<file path="config.mk">
export PLATFORM = sky130hd
export DESIGN_NAME = alu_internal_seq_flat
export DESIGN_NICKNAME = d
export VERILOG_FILES = /design/src/rtl/alu_seq_pkg.sv /design/src/rtl/alu_internal_seq_if.sv /design/src/rtl/alu_step_counter.sv /design/src/rtl/alu_internal_seq.sv /design/src/flat_wrapper.sv
export SDC_FILE = /design/constraint.sdc
export NUM_CORES = 1
export LEC_CHECK = 0
export ABC_AREA = 1
export BUFFER_PORTS_ARGS = -buffer_cell sky130_fd_sc_hd__buf_2
export CORE_UTILIZATION = 40
export DETAILED_ROUTE_END_ITERATION = 16
export GPL_TIMING_DRIVEN = 1
export PLACE_DENSITY = 0.61
export SYNTH_ARGS = -nofsm -noshare
export SYNTH_HDL_FRONTEND = slang
export SYNTH_HIERARCHICAL = 1
export SYNTH_SLANG_ARGS = --single-unit
</file>
<file path="constraint.sdc">
create_clock -name clk -period 2.91 [get_ports clk]
set_clock_uncertainty 0.2 [all_clocks]
set_input_delay 0.1455 -clock clk [delete_from_list [all_inputs] [get_ports clk]]
set_output_delay 0.1455 -clock clk [all_outputs]
set_load 0.05 [all_outputs]
</file>
<file path="src/rtl/alu_seq_pkg.sv">
// Shared definitions for the ALU internal-operation sequencer.
//
// Contents:
//   OP_NONE/OP_MOV/OP_INC/OP_DEC : request operation encoding.
//   seq_state_t                   : IDLE / SETUP / EXEC / DONE.
//   LINE_ASSERT / LINE_IDLE       : levels of the active-low decoder override lines.
//   ctrl_lines_t, encode_lines()  : mapping from an operation to the four lines.
package alu_seq_pkg;

    localparam logic [1:0] OP_NONE = 2'b00;
    localparam logic [1:0] OP_MOV  = 2'b01;
    localparam logic [1:0] OP_INC  = 2'b10;
    localparam logic [1:0] OP_DEC  = 2'b11;

    localparam logic LINE_ASSERT = 1'b0;
    localparam logic LINE_IDLE   = 1'b1;

    typedef enum logic [1:0] {
        IDLE  = 2'd0,
        SETUP = 2'd1,
        EXEC  = 2'd2,
        DONE  = 2'd3
    } seq_state_t;

    typedef struct packed {
        logic mov;
        logic addr;
        logic inc_dec;
        logic dec;
    } ctrl_lines_t;

    localparam ctrl_lines_t LINES_RELEASED = '{LINE_IDLE, LINE_IDLE, LINE_IDLE, LINE_IDLE};

    // Every real operation overrides the MOV line; INC and DEC additionally pull
    // INC_DEC, and only DEC pulls DEC. OP_NONE never drives anything.
    function automatic ctrl_lines_t encode_lines(input logic [1:0] op, input logic addr_mode);
        ctrl_lines_t l;
        l = LINES_RELEASED;
        if (op != OP_NONE) begin
            l.mov     = LINE_ASSERT;
            l.addr    = addr_mode ? LINE_ASSERT : LINE_IDLE;
            l.inc_dec = (op == OP_MOV) ? LINE_IDLE : LINE_ASSERT;
            l.dec     = (op == OP_DEC) ? LINE_ASSERT : LINE_IDLE;
        end
        return l;
    endfunction

endpackage

</file>
<file path="src/rtl/alu_internal_seq_if.sv">
// Request / control-line bundle between the instruction control unit (master)
// and the internal-operation sequencer (slave).
//
// Master drives : req, op, addr_mode, count, flush.
// Slave drives  : ack, busy, done, reg_we, step_idx and the four active-low
//                 decoder override lines.
interface alu_internal_seq_if #(parameter int CNT_W = 4);
    logic             req;
    logic [1:0]       op;
    logic             addr_mode;
    logic [CNT_W-1:0] count;
    logic             flush;
    logic             ack;
    logic             busy;
    logic             done;
    logic             reg_we;
    logic [CNT_W-1:0] step_idx;
    logic             INTERNAL_MOV;
    logic             ADDRESS_MODE;
    logic             INTERNAL_INC_DEC;
    logic             INTERNAL_DEC;

    modport master (
        output req, op, addr_mode, count, flush,
        input  ack, busy, done, reg_we, step_idx,
               INTERNAL_MOV, ADDRESS_MODE, INTERNAL_INC_DEC, INTERNAL_DEC
    );

    modport slave (
        input  req, op, addr_mode, count, flush,
        output ack, busy, done, reg_we, step_idx,
               INTERNAL_MOV, ADDRESS_MODE, INTERNAL_INC_DEC, INTERNAL_DEC
    );
endinterface

</file>
<file path="src/rtl/alu_step_counter.sv">
// Small up-counter with terminal-count flag, used both for the setup delay and
// for the per-step index of the sequencer.
//
// Ports:
//   clk, rst_n : clock, asynchronous active-low reset.
//   load       : return the count to zero (has priority over enable).
//   enable     : advance by one.
//   last       : terminal value; tc is high while value == last.
//   value      : current count.
//   tc         : terminal-count flag.
module alu_step_counter #(
    parameter int CNT_W = 4
) (
    input  logic             clk,
    input  logic             rst_n,
    input  logic             load,
    input  logic             enable,
    input  logic [CNT_W-1:0] last,
    output logic [CNT_W-1:0] value,
    output logic             tc
);

    always_ff @(posedge clk or negedge rst_n) begin
        if (!rst_n) begin
            value <= '0;
        end else if (load) begin
            value <= '0;
        end else if (enable) begin
            value <= value + CNT_W'(1);
        end
    end

    assign tc = (value == last);

endmodule

</file>
<file path="src/rtl/alu_internal_seq.sv">
// Sequencer that drives the active-low internal-operation override lines of the
// ALU decoder bank. A request is latched, the lines are held through a setup
// delay and count+1 write steps, then a single DONE cycle releases them.
//
// Ports:
//   clk, rst_n : clock, asynchronous active-low reset.
//   bus        : slave side of alu_internal_seq_if (request, handshake, write
//                strobe, step index and the four override lines).
//
// Every output is a flop loaded from the next-state decode, so nothing combines
// the request inputs straight through to the decoder lines.
module alu_internal_seq
    import alu_seq_pkg::*;
#(
    parameter int CNT_W     = 4,
    parameter int SETUP_CYC = 1
) (
    input  logic                clk,
    input  logic                rst_n,
    alu_internal_seq_if.slave   bus
);

    seq_state_t       state, state_next;
    logic [1:0]       op_q;
    logic             addr_q;
    logic [CNT_W-1:0] count_q;

    logic             accept;
    logic             ack_next, done_next;
    ctrl_lines_t      lines_q, lines_next;
    logic             ack_q, busy_q, done_q, we_q;

    logic             setup_load, step_load;
    logic             setup_tc, step_tc;
    logic [CNT_W-1:0] setup_val, step_val;

    // Both counters sit at zero except while their own state persists, so each
    // phase starts counting from zero and step_idx is zero outside EXEC.
    assign setup_load = !(state == SETUP && state_next == SETUP);
    assign step_load  = !(state == EXEC  && state_next == EXEC);

    alu_step_counter #(.CNT_W(CNT_W)) u_setup_cnt (
        .clk    (clk),
        .rst_n  (rst_n),
        .load   (setup_load),
        .enable (!setup_load),
        .last   (CNT_W'(SETUP_CYC - 1)),
        .value  (setup_val),
        .tc     (setup_tc)
    );

    alu_step_counter #(.CNT_W(CNT_W)) u_step_cnt (
        .clk    (clk),
        .rst_n  (rst_n),
        .load   (step_load),
        .enable (!step_load),
        .last   (count_q),
        .value  (step_val),
        .tc     (step_tc)
    );

    // DONE accepts a new request exactly like IDLE so back-to-back operations
    // are separated by a single released-lines cycle. Flush always wins.
    always_comb begin
        state_next = state;
        accept     = 1'b0;
        ack_next   = 1'b0;
        done_next  = 1'b0;
        case (state)
            IDLE, DONE: begin
                state_next = IDLE;
                if (bus.req && !bus.flush) begin
                    accept   = 1'b1;
                    ack_next = 1'b1;
                    if (bus.op == OP_NONE) begin
                        state_next = DONE;
                        done_next  = 1'b1;
                    end else begin
                        state_next = SETUP;
                    end
                end
            end
            SETUP: begin
                if (bus.flush) begin
                    state_next = IDLE;
                end else if (setup_tc) begin
                    state_next = EXEC;
                end
            end
            EXEC: begin
                if (bus.flush) begin
                    state_next = IDLE;
                end else if (step_tc) begin
                    state_next = DONE;
                    done_next  = 1'b1;
                end
            end
            default: state_next = IDLE;
        endcase
    end

    // On the accepting edge the request fields are not latched yet, so the line
    // encoding is taken from the bus in that one case.
    always_comb begin
        lines_next = LINES_RELEASED;
        if (state_next == SETUP || state_next == EXEC) begin
            lines_next = accept ? encode_lines(bus.op, bus.addr_mode)
                                : encode_lines(op_q, addr_q);
        end
    end

    always_ff @(posedge clk or negedge rst_n) begin
        if (!rst_n) begin
            state   <= IDLE;
            op_q    <= OP_NONE;
            addr_q  <= 1'b0;
            count_q <= '0;
            ack_q   <= 1'b0;
            busy_q  <= 1'b0;
            done_q  <= 1'b0;
            we_q    <= 1'b0;
            lines_q <= LINES_RELEASED;
        end else begin
            state   <= state_next;
            if (accept) begin
                op_q    <= bus.op;
                addr_q  <= bus.addr_mode;
                count_q <= bus.count;
            end
            ack_q   <= ack_next;
            busy_q  <= (state_next != IDLE);
            done_q  <= done_next;
            we_q    <= (state_next == EXEC);
            lines_q <= lines_next;
        end
    end

    assign bus.ack              = ack_q;
    assign bus.busy             = busy_q;
    assign bus.done             = done_q;
    assign bus.reg_we           = we_q;
    assign bus.step_idx         = step_val;
    assign bus.INTERNAL_MOV     = lines_q.mov;
    assign bus.ADDRESS_MODE     = lines_q.addr;
    assign bus.INTERNAL_INC_DEC = lines_q.inc_dec;
    assign bus.INTERNAL_DEC     = lines_q.dec;

endmodule

</file>
<file path="src/flat_wrapper.sv">
// flat-port wrapper written by rule: the top's interface ports become plain ports
module alu_internal_seq_flat import alu_seq_pkg::*;
#(
    parameter int CNT_W     = 4,
    parameter int SETUP_CYC = 1
)
  (clk, rst_n, bus_req, bus_op, bus_addr_mode, bus_count, bus_flush, bus_ack, bus_busy, bus_done, bus_reg_we, bus_step_idx, bus_INTERNAL_MOV, bus_ADDRESS_MODE, bus_INTERNAL_INC_DEC, bus_INTERNAL_DEC);
  alu_internal_seq_if #(.CNT_W(CNT_W)) bus_i ();
  input  logic clk;
  input  logic rst_n;
  input wire logic [$bits(bus_i.req)-1:0] bus_req;
  input wire logic [$bits(bus_i.op)-1:0] bus_op;
  input wire logic [$bits(bus_i.addr_mode)-1:0] bus_addr_mode;
  input wire logic [$bits(bus_i.count)-1:0] bus_count;
  input wire logic [$bits(bus_i.flush)-1:0] bus_flush;
  output wire logic [$bits(bus_i.ack)-1:0] bus_ack;
  output wire logic [$bits(bus_i.busy)-1:0] bus_busy;
  output wire logic [$bits(bus_i.done)-1:0] bus_done;
  output wire logic [$bits(bus_i.reg_we)-1:0] bus_reg_we;
  output wire logic [$bits(bus_i.step_idx)-1:0] bus_step_idx;
  output wire logic [$bits(bus_i.INTERNAL_MOV)-1:0] bus_INTERNAL_MOV;
  output wire logic [$bits(bus_i.ADDRESS_MODE)-1:0] bus_ADDRESS_MODE;
  output wire logic [$bits(bus_i.INTERNAL_INC_DEC)-1:0] bus_INTERNAL_INC_DEC;
  output wire logic [$bits(bus_i.INTERNAL_DEC)-1:0] bus_INTERNAL_DEC;
  assign bus_i.req = bus_req;
  assign bus_i.op = bus_op;
  assign bus_i.addr_mode = bus_addr_mode;
  assign bus_i.count = bus_count;
  assign bus_i.flush = bus_flush;
  assign bus_ack = bus_i.ack;
  assign bus_busy = bus_i.busy;
  assign bus_done = bus_i.done;
  assign bus_reg_we = bus_i.reg_we;
  assign bus_step_idx = bus_i.step_idx;
  assign bus_INTERNAL_MOV = bus_i.INTERNAL_MOV;
  assign bus_ADDRESS_MODE = bus_i.ADDRESS_MODE;
  assign bus_INTERNAL_INC_DEC = bus_i.INTERNAL_INC_DEC;
  assign bus_INTERNAL_DEC = bus_i.INTERNAL_DEC;
  alu_internal_seq #(.CNT_W(CNT_W), .SETUP_CYC(SETUP_CYC)) u_core (.clk(clk), .rst_n(rst_n), .bus(bus_i));
endmodule
</file>
* After elaboration in Yosys (flattened, before gate mapping)
Cells that the tools add are included.
Storage, ports and cells: output and inout port bits 12, register bits after elaboration 25
Operators by class: reductions and logical operators 12, muxes and demuxes 26, equality and inequality tests 10, $add $sub $neg 2
Operators by type and width (count):
- two-way mux 4 bit | 6
- two-way mux 1 bit | 12
- two-way mux 2 bit | 6
- == test 2 bit (second input constant) | 5
- adder 4 x 1 -> 4 bit (second input constant) | 2
- == test 2 x 1 -> 1 bit (second input constant) | 4
- case mux 2 bit (3 select lines) | 1
- nonzero test 2 bit | 3
- == test 4 bit | 1
- zero test 2 bit | 2
- zero test 4 bit | 1
- logical AND 1 bit | 3
- case mux 1 bit (2 select lines) | 1
- OR reduction 2 bit | 1
- zero test 1 bit | 1
- logical OR 1 bit | 1

* Depth between registers and ports, before layout
Gate-level depths: netlist (run 1).
depth after elaboration 7, depth in mapped cells 17, gate-level depth less buffers 17

* By module
Netlist (run 1), hierarchy kept.
By module, submodules not included:
- alu_internal_seq | sequential area each 430.4 um^2, cells an instance 91, area each 827.0 um^2, instances 1
- alu_step_counter | sequential area each 100.1 um^2, cells an instance 31, area each 247.7 um^2, instances 2

* Least setup slack after synthesis (run 1)
OpenSTA, ideal clock, no wires.
path kind reg2reg, start point register u_core.u_step_cnt.value[2], end point register u_core.u_step_cnt.value[3], buffers on the path 0, stages on the path, launching flop included 16, path slack 0.507 ns, library setup time 0.121 ns, data arrival time 2.082 ns, required time 2.589 ns, cells stage by stage dfrtp_1 > xnor2_1 > nand2_1 > nor2_1 > nand2_1 > nand2_1 > nand2_1 > inv_1 > a21oi_1 > ha_1 > nand2_1 > inv_1 > nor2_2 > nor2_4 > a21oi_1 > nor2_1
On the way: cells in the longest elaborated chain, start to end 7, elaborated cells on any way between the ends 8
Ends and longest elaborated chain:
- start, declared | line alu_step_counter.sv:19 | output logic [CNT_W-1:0] value,
- start signal, assigned | line alu_step_counter.sv:29 | value <= value + CNT_W'(1);
- == test 4 bit | line alu_step_counter.sv:33 | assign tc = (value == last);
- named net u_core.step_tc | line alu_internal_seq.sv:34 | logic setup_tc, step_tc;
- two-way mux 2 bit | line alu_internal_seq.sv:93 | end else if (step_tc) begin
- two-way mux 2 bit | line alu_internal_seq.sv:91 | if (bus.flush) begin
- case mux 2 bit (3 select lines) | line alu_internal_seq.sv:69 | case (state)
- == test 2 bit | line alu_internal_seq.sv:40 | assign step_load = !(state == EXEC && state_next == EXEC);
- logical AND 1 bit | line alu_internal_seq.sv:40
- two-way mux 4 bit | line alu_step_counter.sv:26 | end else if (load) begin
The timed path passes the listed nets, and every way through them passes these cells. A chain may end at the register's enable or synchronous reset.

* Final worst setup path (run 1)
start point register u_core.state[1], end point register u_core.u_setup_cnt.value[3]
On the way: cells in the longest elaborated chain, start to end 6, elaborated cells on any way between the ends 13
Ends and longest elaborated chain:
- start, declared | line alu_internal_seq.sv:23 | seq_state_t state, state_next;
- start signal, assigned | line alu_internal_seq.sv:124 | state <= state_next;
- == test 2 bit (tied with other cells) | line alu_internal_seq.sv:69
- OR reduction 2 bit (tied with other cells) | line alu_internal_seq.sv:69
- case mux 2 bit (3 select lines) | line alu_internal_seq.sv:69
- == test 2 x 1 -> 1 bit | line alu_internal_seq.sv:39 | assign setup_load = !(state == SETUP && state_next == SETUP);
- logical AND 1 bit (*) | line alu_internal_seq.sv:39
- two-way mux 4 bit (*) | line alu_step_counter.sv:26
- end signal, assigned | line alu_step_counter.sv:29
- end, declared | line alu_step_counter.sv:19
Every way passes the cells marked *; elsewhere a longest branch is shown, timed or not.

==> results by group, run 1 <==
Route
  • Antenna Violating Nets Remaining: 0
  • Drt initial violations: 24
  • Wire per inst: 10.9 um
  • Vias per cell: between 4 and 5
  • Residual DRC count: 0
  • Final WL: between 2000 and 3000 um
  • Met2 wire length: 1300 um
  • DRT Pass-1 Iters: 4
  • DR WL met3: just under 100 um
  • Total number of vias: around 1100
  • Met1 WL: between 1000 and 1500 um
  • Top sig layer: met4

STA
  • Fin. max-slew vios: 0
  • F_max: between 400 and 500 MHz
  • Setup TNS: 0 ps
  • Final Setup Violations: 0
  • Worst Tran Pin Value: roughly 540 ps
  • Fin crit share: a little over 80%
  • Worst rel slew slack: between 60 and 70%
  • Tmin final: about 2400 ps
  • Fin. Hold Viols: 0
  • Hold WS: 27.5 ps
  • RSZ-0062 raised after global routing: false

Setup path
  • Cell family with most CP delay: simple AND/OR/NAND/NOR gates
  • Crit path buffers/inverters: 2
  • Critical Path, Cell by Cell: ha_1 > nand2_2 > nor2_4 > nand2_4 > inv_1 > a21oi_1 > ha_1 > nand2_1 > inv_1 > nor2_2 > nor2_4 > a21oi_1 > nor2_1
  • Worst EP required: about 2900 ps
  • Crit Path Max Fanout: 9
  • Worst r2r path cells: 13
  • Crit path max-delay cell type: dfrtp_1
  • Crit end category: flop
  • WP data arrival: 2420 ps
  • Critical Path Max Stage Delay: 430 ps
  • R2R Setup Slk: around 510 ps
  • FF-to-FF End: u_core/u_setup_cnt/value[3]
  • Crit Reg-Reg Startpoint: u_core/state[1]
  • CP Launch Type: flop
  • Critical path depth: 13
  • Setup CP Type: flop to flop

Job
  • Max Cap Viol: 0

CTS
  • TritonCTS clock tree: yes
  • Post-CTS resize count: 0
  • Later-pin clock latency in the skew report: 320 ps
  • Clk buf depth: 2
  • CTS clock-pin slew for the worst setup and hold paths: 140 ps
  • Clock sinks: 25
  • Clock buffer count from CTS: 3
  • H-tree levels: 1
  • CTS root buf: clkbuf_4

Floorplan
  • Die height: about 60 um
  • Io pins: 23
  • Initial Util: 42.6%
  • Die W: 59.5 um
  • Row cnt: 20
  • Core ar.: around 3100 um2
  • Die footprint: approximately 3500 um2

Status
  • Status: complete, no violations

Global route
  • First-pass GRT wire length: about 4700 um
  • Pin count of the biggest net entering global routing: 26
  • Vias in the first global route: approximately 1200
  • GR Overflow Total: 0
  • Initial antenna violation count: 0
  • Global-route usage over all layers: ~17%

Logic synthesis
  • Post-Synthesis Cell Area: 1320 um2
  • Cells after Synth: ~150
  • Synth warn: 6
  • Post-synthesis sequential area ratio: 47.7%
  • FF+latch count, synth: 25
  • Syn avg cell area: roughly 8.6 um2
  • Synth unique cells: 22

Final layout
  • Commonest cells after routing, fill and taps aside: 47 x nand2_1, 22 x buf_2, 21 x dfrtp_1
  • Area Overhead vs Synth: 25.9%
  • Post-layout util: around 54%
  • ANT cells: 0
  • Final #Nets: 216
  • Layout fillers: 322
  • Commonest non-fill, non-tap cell in the layout: nand2_1
  • Share of layout cells above drive strength 1: 20.4%

Power and ir drop
  • P_leak: around 0.88 nW
  • Worst vdd ir: ~260 uV
  • Total Power: just over 0.7 mW
  • Power Dens Cells: approximately 430 nW/um2

Min path
  • Min-delay worst type: input port to flop
  • Hold depth: 5
  • HP Start: bus_req
  • Worst Hold End: u_core/bus.done

Placed design
  • Final Wtd Congestion: between 0.8 and 0.9
  • IO Port Bufs: 22
  • DP Wirelength: ~1800 um
worst max path at each step:
stage / startpoint / end / slack [ps]
after floorplan: u_core/u_step_cnt/value[2] / u_core/u_step_cnt/value[3] / 510
after global placement: u_core/state[1] / u_core/u_setup_cnt/value[3] / 510
after CTS: u_core/state[0] / u_core/u_setup_cnt/value[3] / 510
after detailed placement: u_core/state[0] / u_core/u_setup_cnt/value[3] / 500
final: u_core/state[1] / u_core/u_setup_cnt/value[3] / 510
after global routing: u_core/state[0] / u_core/u_step_cnt/value[3] / 320
cell families after synthesis:
logic type                 synth area share (%)
xor gates and xnor gates                   5.30
buffers and inverters                      5.68
and+or+nand+nor                            25.8
other                                     0.284
DFF                                        47.7
AOI/OAI and AO/OA                          7.66
adders and majority gates                  7.57
power breakdown:
| part | switching [mW] | total [mW] | internal (mW) |
|---|---|---|---|
| Combinational | 0.101 | 0.163 | 0.0622 |
| Sequential | 0.0181 | 0.398 | 0.380 |
| Clock | 0.103 | 0.154 | 0.0514 |
| Total | 0.222 | 0.715 | 0.494 |
layer usage:
layer,vias up,GRT usage (%)
li1,555,-
met1,504,20.6
met5,-,0
met4,0,6.64
met2,23,31.9
met3,2,2.18
flip-flops by register name, summed over array words and instances, names as in the netlist:
signal / count
u_core/count_q: 4
u_core/u_setup_cnt/value: 4
u_core/u_step_cnt/value: 4
u_core/op_q: 2
u_core/state: 2
u_core/addr_q: 1
u_core/bus.ADDRESS_MODE: 1
u_core/bus.INTERNAL_DEC: 1
u_core/bus.INTERNAL_INC_DEC: 1
u_core/bus.INTERNAL_MOV: 1
u_core/bus.ack: 1
u_core/bus.busy: 1
u_core/bus.done: 1
u_core/bus.reg_we: 1
synth_stat cells, drive strengths merged:
cell | number | area, um2
ha | 8 | 100
dfstp | 4 | 105
nor2 | 16 | 87.6
nand2 | 49 | 194
o21bai | 1 | 7.51
o21ai | 5 | 25.0
o211ai | 1 | 12.5
o21a | 1 | 7.51
conb | 1 | 3.75
inv | 17 | 63.8
buf | 1 | 11.3
nand3 | 11 | 60.1
xnor2 | 8 | 70.1
dfrtp | 21 | 526
a21oi | 9 | 48.8
layout make-up:
type | count | area, um2 | share of cell area (%)
clock buffer | 3 | 22.5 | 1.35
clock inverter | 1 | 5.00 | 0.301
inverter | 17 | 63.8 | 3.83
multi-input combinational | 113 | 628 | 37.7
sequential | 25 | 631 | 37.9
tap | 44 | 55.1 | 3.31
timing repair buffer | 37 | 260 | 15.6
worst min-delay path: cells and delay by family:
| kind | cells | cell delay, ps |
|---|---|---|
| compound gates | 1 | 50 |
| buf+inv | 1 | 120 |
| simple gates | 3 | 210 |
through the flow:
step	instances	worst slack (ps)	instance area [um2]
floorplan	156	507	1330
global placement	221	512	1490
finish	240	512	1670
CTS	240	509	1670
global route	240	321	1670
detailed placement	221	499	1490
repair_timing:
item / CTS / global route
endpoints found under the hold margin: 38 / 0
setup buffers: 0 / 0
hold buffers: 15 / 0
No activity file was read; power rests on OpenSTA's default activity.
==> inputs of run 2 (changes only) <==
- PLACE_DENSITY: 0.61 -> 0.64
- clock period: 2.91 -> 2.16 ns (I/O delays scaled with it)
==> results by group, run 2 (synthesis gave the netlist of run 1 again) <==
Status
  • Status: finished with violations
  • Failing checks: setup timing

Floorplan
  • Die height: a little under 60 um
  • Initial Util: between 40 and 50%
  • Die W: between 50 and 60 um
  • Io pins: 23
  • Core ar.: about 3100 um2
  • Row cnt: 20
  • Die footprint: between 3000 and 4000 um2

Power and ir drop
  • Power Dens Cells: 536 nW/um2
  • Worst vdd ir: 318 uV
  • P_leak: ~0.99 nW
  • Total Power: around 1 mW

CTS
  • CTS root buf: clkbuf_4
  • CTS clock-pin slew for the worst setup and hold paths: 140 ps
  • H-tree levels: 1
  • Later-pin clock latency in the skew report: between 300 and 400 ps
  • Clock sinks: 25
  • TritonCTS clock tree: yes
  • Clock buffer count from CTS: 3
  • Clk buf depth: 2

Setup path
  • Setup CP Type: flop to flop
  • Worst EP required: 2180 ps
  • Critical Path, Cell by Cell: xnor2_2 > nand2_1 > nor2_2 > nand2_1 > nand2_1 > nand2_1 > inv_2 > nand2_1 > nand2_2 > ha_4 > nand2_4 > inv_4 > nor2_4 > nor2_4 > nand3_1 > nand2_1 > nor2_1
  • Critical Path Max Stage Delay: 450 ps
  • Crit Path Max Fanout: 3
  • Critical Path Most Common Cell: nand2_1
  • R2R Setup Slk: -20 ps
  • FF-to-FF End: u_core/u_setup_cnt/value[3]
  • CP Launch Type: flop
  • Worst r2r path cells: 17
  • WP data arrival: 2210 ps
  • Crit path max-delay cell type: dfrtp_2
  • Cell family with most CP delay: simple AND/OR/NAND/NOR gates
  • Crit end category: flop
  • Crit Reg-Reg Startpoint: u_core/u_step_cnt/value[1]
  • Crit path buffers/inverters: 2

Route
  • Final WL: around 2800 um
  • Residual DRC count: 0
  • Total number of vias: around 1100
  • Drt initial violations: 20
  • Wire per inst: roughly 11 um
  • Vias per cell: 4.48
  • DRT Pass-1 Iters: 4
  • Antenna Violating Nets Remaining: 0

Final layout
  • Largest regs: u_core/count_q (4), u_core/u_setup_cnt/value (4), u_core/u_step_cnt/value (4)
  • Commonest cells after routing, fill and taps aside: 43 x nand2_1, 22 x buf_2, 17 x buf_4, 17 x dfrtp_1, 14 x inv_1
  • Share of layout cells above drive strength 1: approximately two fifths
  • Area Overhead vs Synth: 41.6%
  • ANT cells: 0
  • Commonest non-fill, non-tap cell in the layout: nand2_1
  • Final #Nets: 229
  • Post-layout util: roughly 60%

Placed design
  • DP Wirelength: ~2000 um
  • Final Wtd Congestion: 0.770
  • IO Port Bufs: 22

STA
  • Final Setup Violations: 1
  • Fin. Hold Viols: 0
  • Worst rel slew slack: around 63%
  • Fin. max-slew vios: 0
  • Setup TNS: -21.2 ps
  • Tmin final: approximately 2200 ps
  • Worst Tran Pin Value: approximately 550 ps
  • Hold WS: approximately 90 ps
  • Fin crit share: 101%
  • F_max: approximately 460 MHz
  • Final setup margin: -21.2 ps
  • RSZ-0062 raised after global routing: true

Global route
  • Pin count of the biggest net entering global routing: 26
  • First-pass GRT wire length: around 4700 um
  • Vias in the first global route: between 1000 and 1500
  • GR Overflow Total: 0
  • Global-route usage over all layers: between 10% and 20%
  • Initial antenna violation count: 0

Min path
  • Min-delay worst type: input port to asynchronous set/reset pin

Job
  • Max Cap Viol: 0
-- run 2: worst register-to-register path: stages, from the launching register on --
cell and delay, ps:
dfrtp_2 450, xnor2_2 160, nand2_1 80, nor2_2 160, nand2_1 70, nand2_1 80
nand2_1 70, inv_2 70, nand2_1 60, nand2_2 110, ha_4 150, nand2_4 70
inv_4 80, nor2_4 40, nor2_4 90, nand3_1 70, nand2_1 60, nor2_1 40
-- run 2: layer usage --
metal / track usage (%) / wire length [um]
met2: 33.7 / 1540
met4: 6.64 / 28
met3: 2.18 / 51
met1: 19.7 / 1200
met5: 0 / 0
-- run 2: power breakdown --
| group | switching, mW | internal (mW) |
|---|---|---|
| Combinational | 0.152 | 0.108 |
| Sequential | 0.0258 | 0.512 |
| Clock | 0.137 | 0.0692 |
| Total | 0.315 | 0.689 |
-- run 2: worst max path at each step --
stage                                       end  cells after the start  slack [ps]                       start
floorplan            u_core/u_step_cnt/value[3]                     15         0.5  u_core/u_step_cnt/value[0]
global placement     u_core/u_step_cnt/value[3]                     15          20           u_core/count_q[1]
detailed placement   u_core/u_step_cnt/value[3]                     13         -50             u_core/state[0]
CTS                 u_core/u_setup_cnt/value[3]                     17           5           u_core/count_q[0]
global route        u_core/u_setup_cnt/value[3]                     17        -110  u_core/u_step_cnt/value[0]
finish              u_core/u_setup_cnt/value[3]                     17         -20  u_core/u_step_cnt/value[1]
-- run 2: what timing repair did --
item	in CTS	in global routing
gates resized for setup	5	15
gates cloned	0	0
pin swaps	2	10
endpoints found under the hold margin	39	0
hold buffers	11	0
buffers inserted	5	3
endpoints found under the setup margin	3	7
-- run 2: cell type report --
cell class | instances | area [um2]
timing repair buffer | 50 | 348
clock inverter | 1 | 5.00
tap | 44 | 55.1
fill | 308 | 1230
sequential | 25 | 636
clock buffer | 3 | 22.5
multi-input combinational | 113 | 736
inverter | 17 | 71.3
-- run 2: metrics by stage --
step / setup slack, ps / cell area, um2 / std cells
floorplan: 0.514 / 1380 / 156
global placement: 17.4 / 1600 / 230
detailed placement: -52.2 / 1600 / 230
CTS: 4.94 / 1790 / 250
global route: -111 / 1870 / 253
finish: -21.2 / 1870 / 253
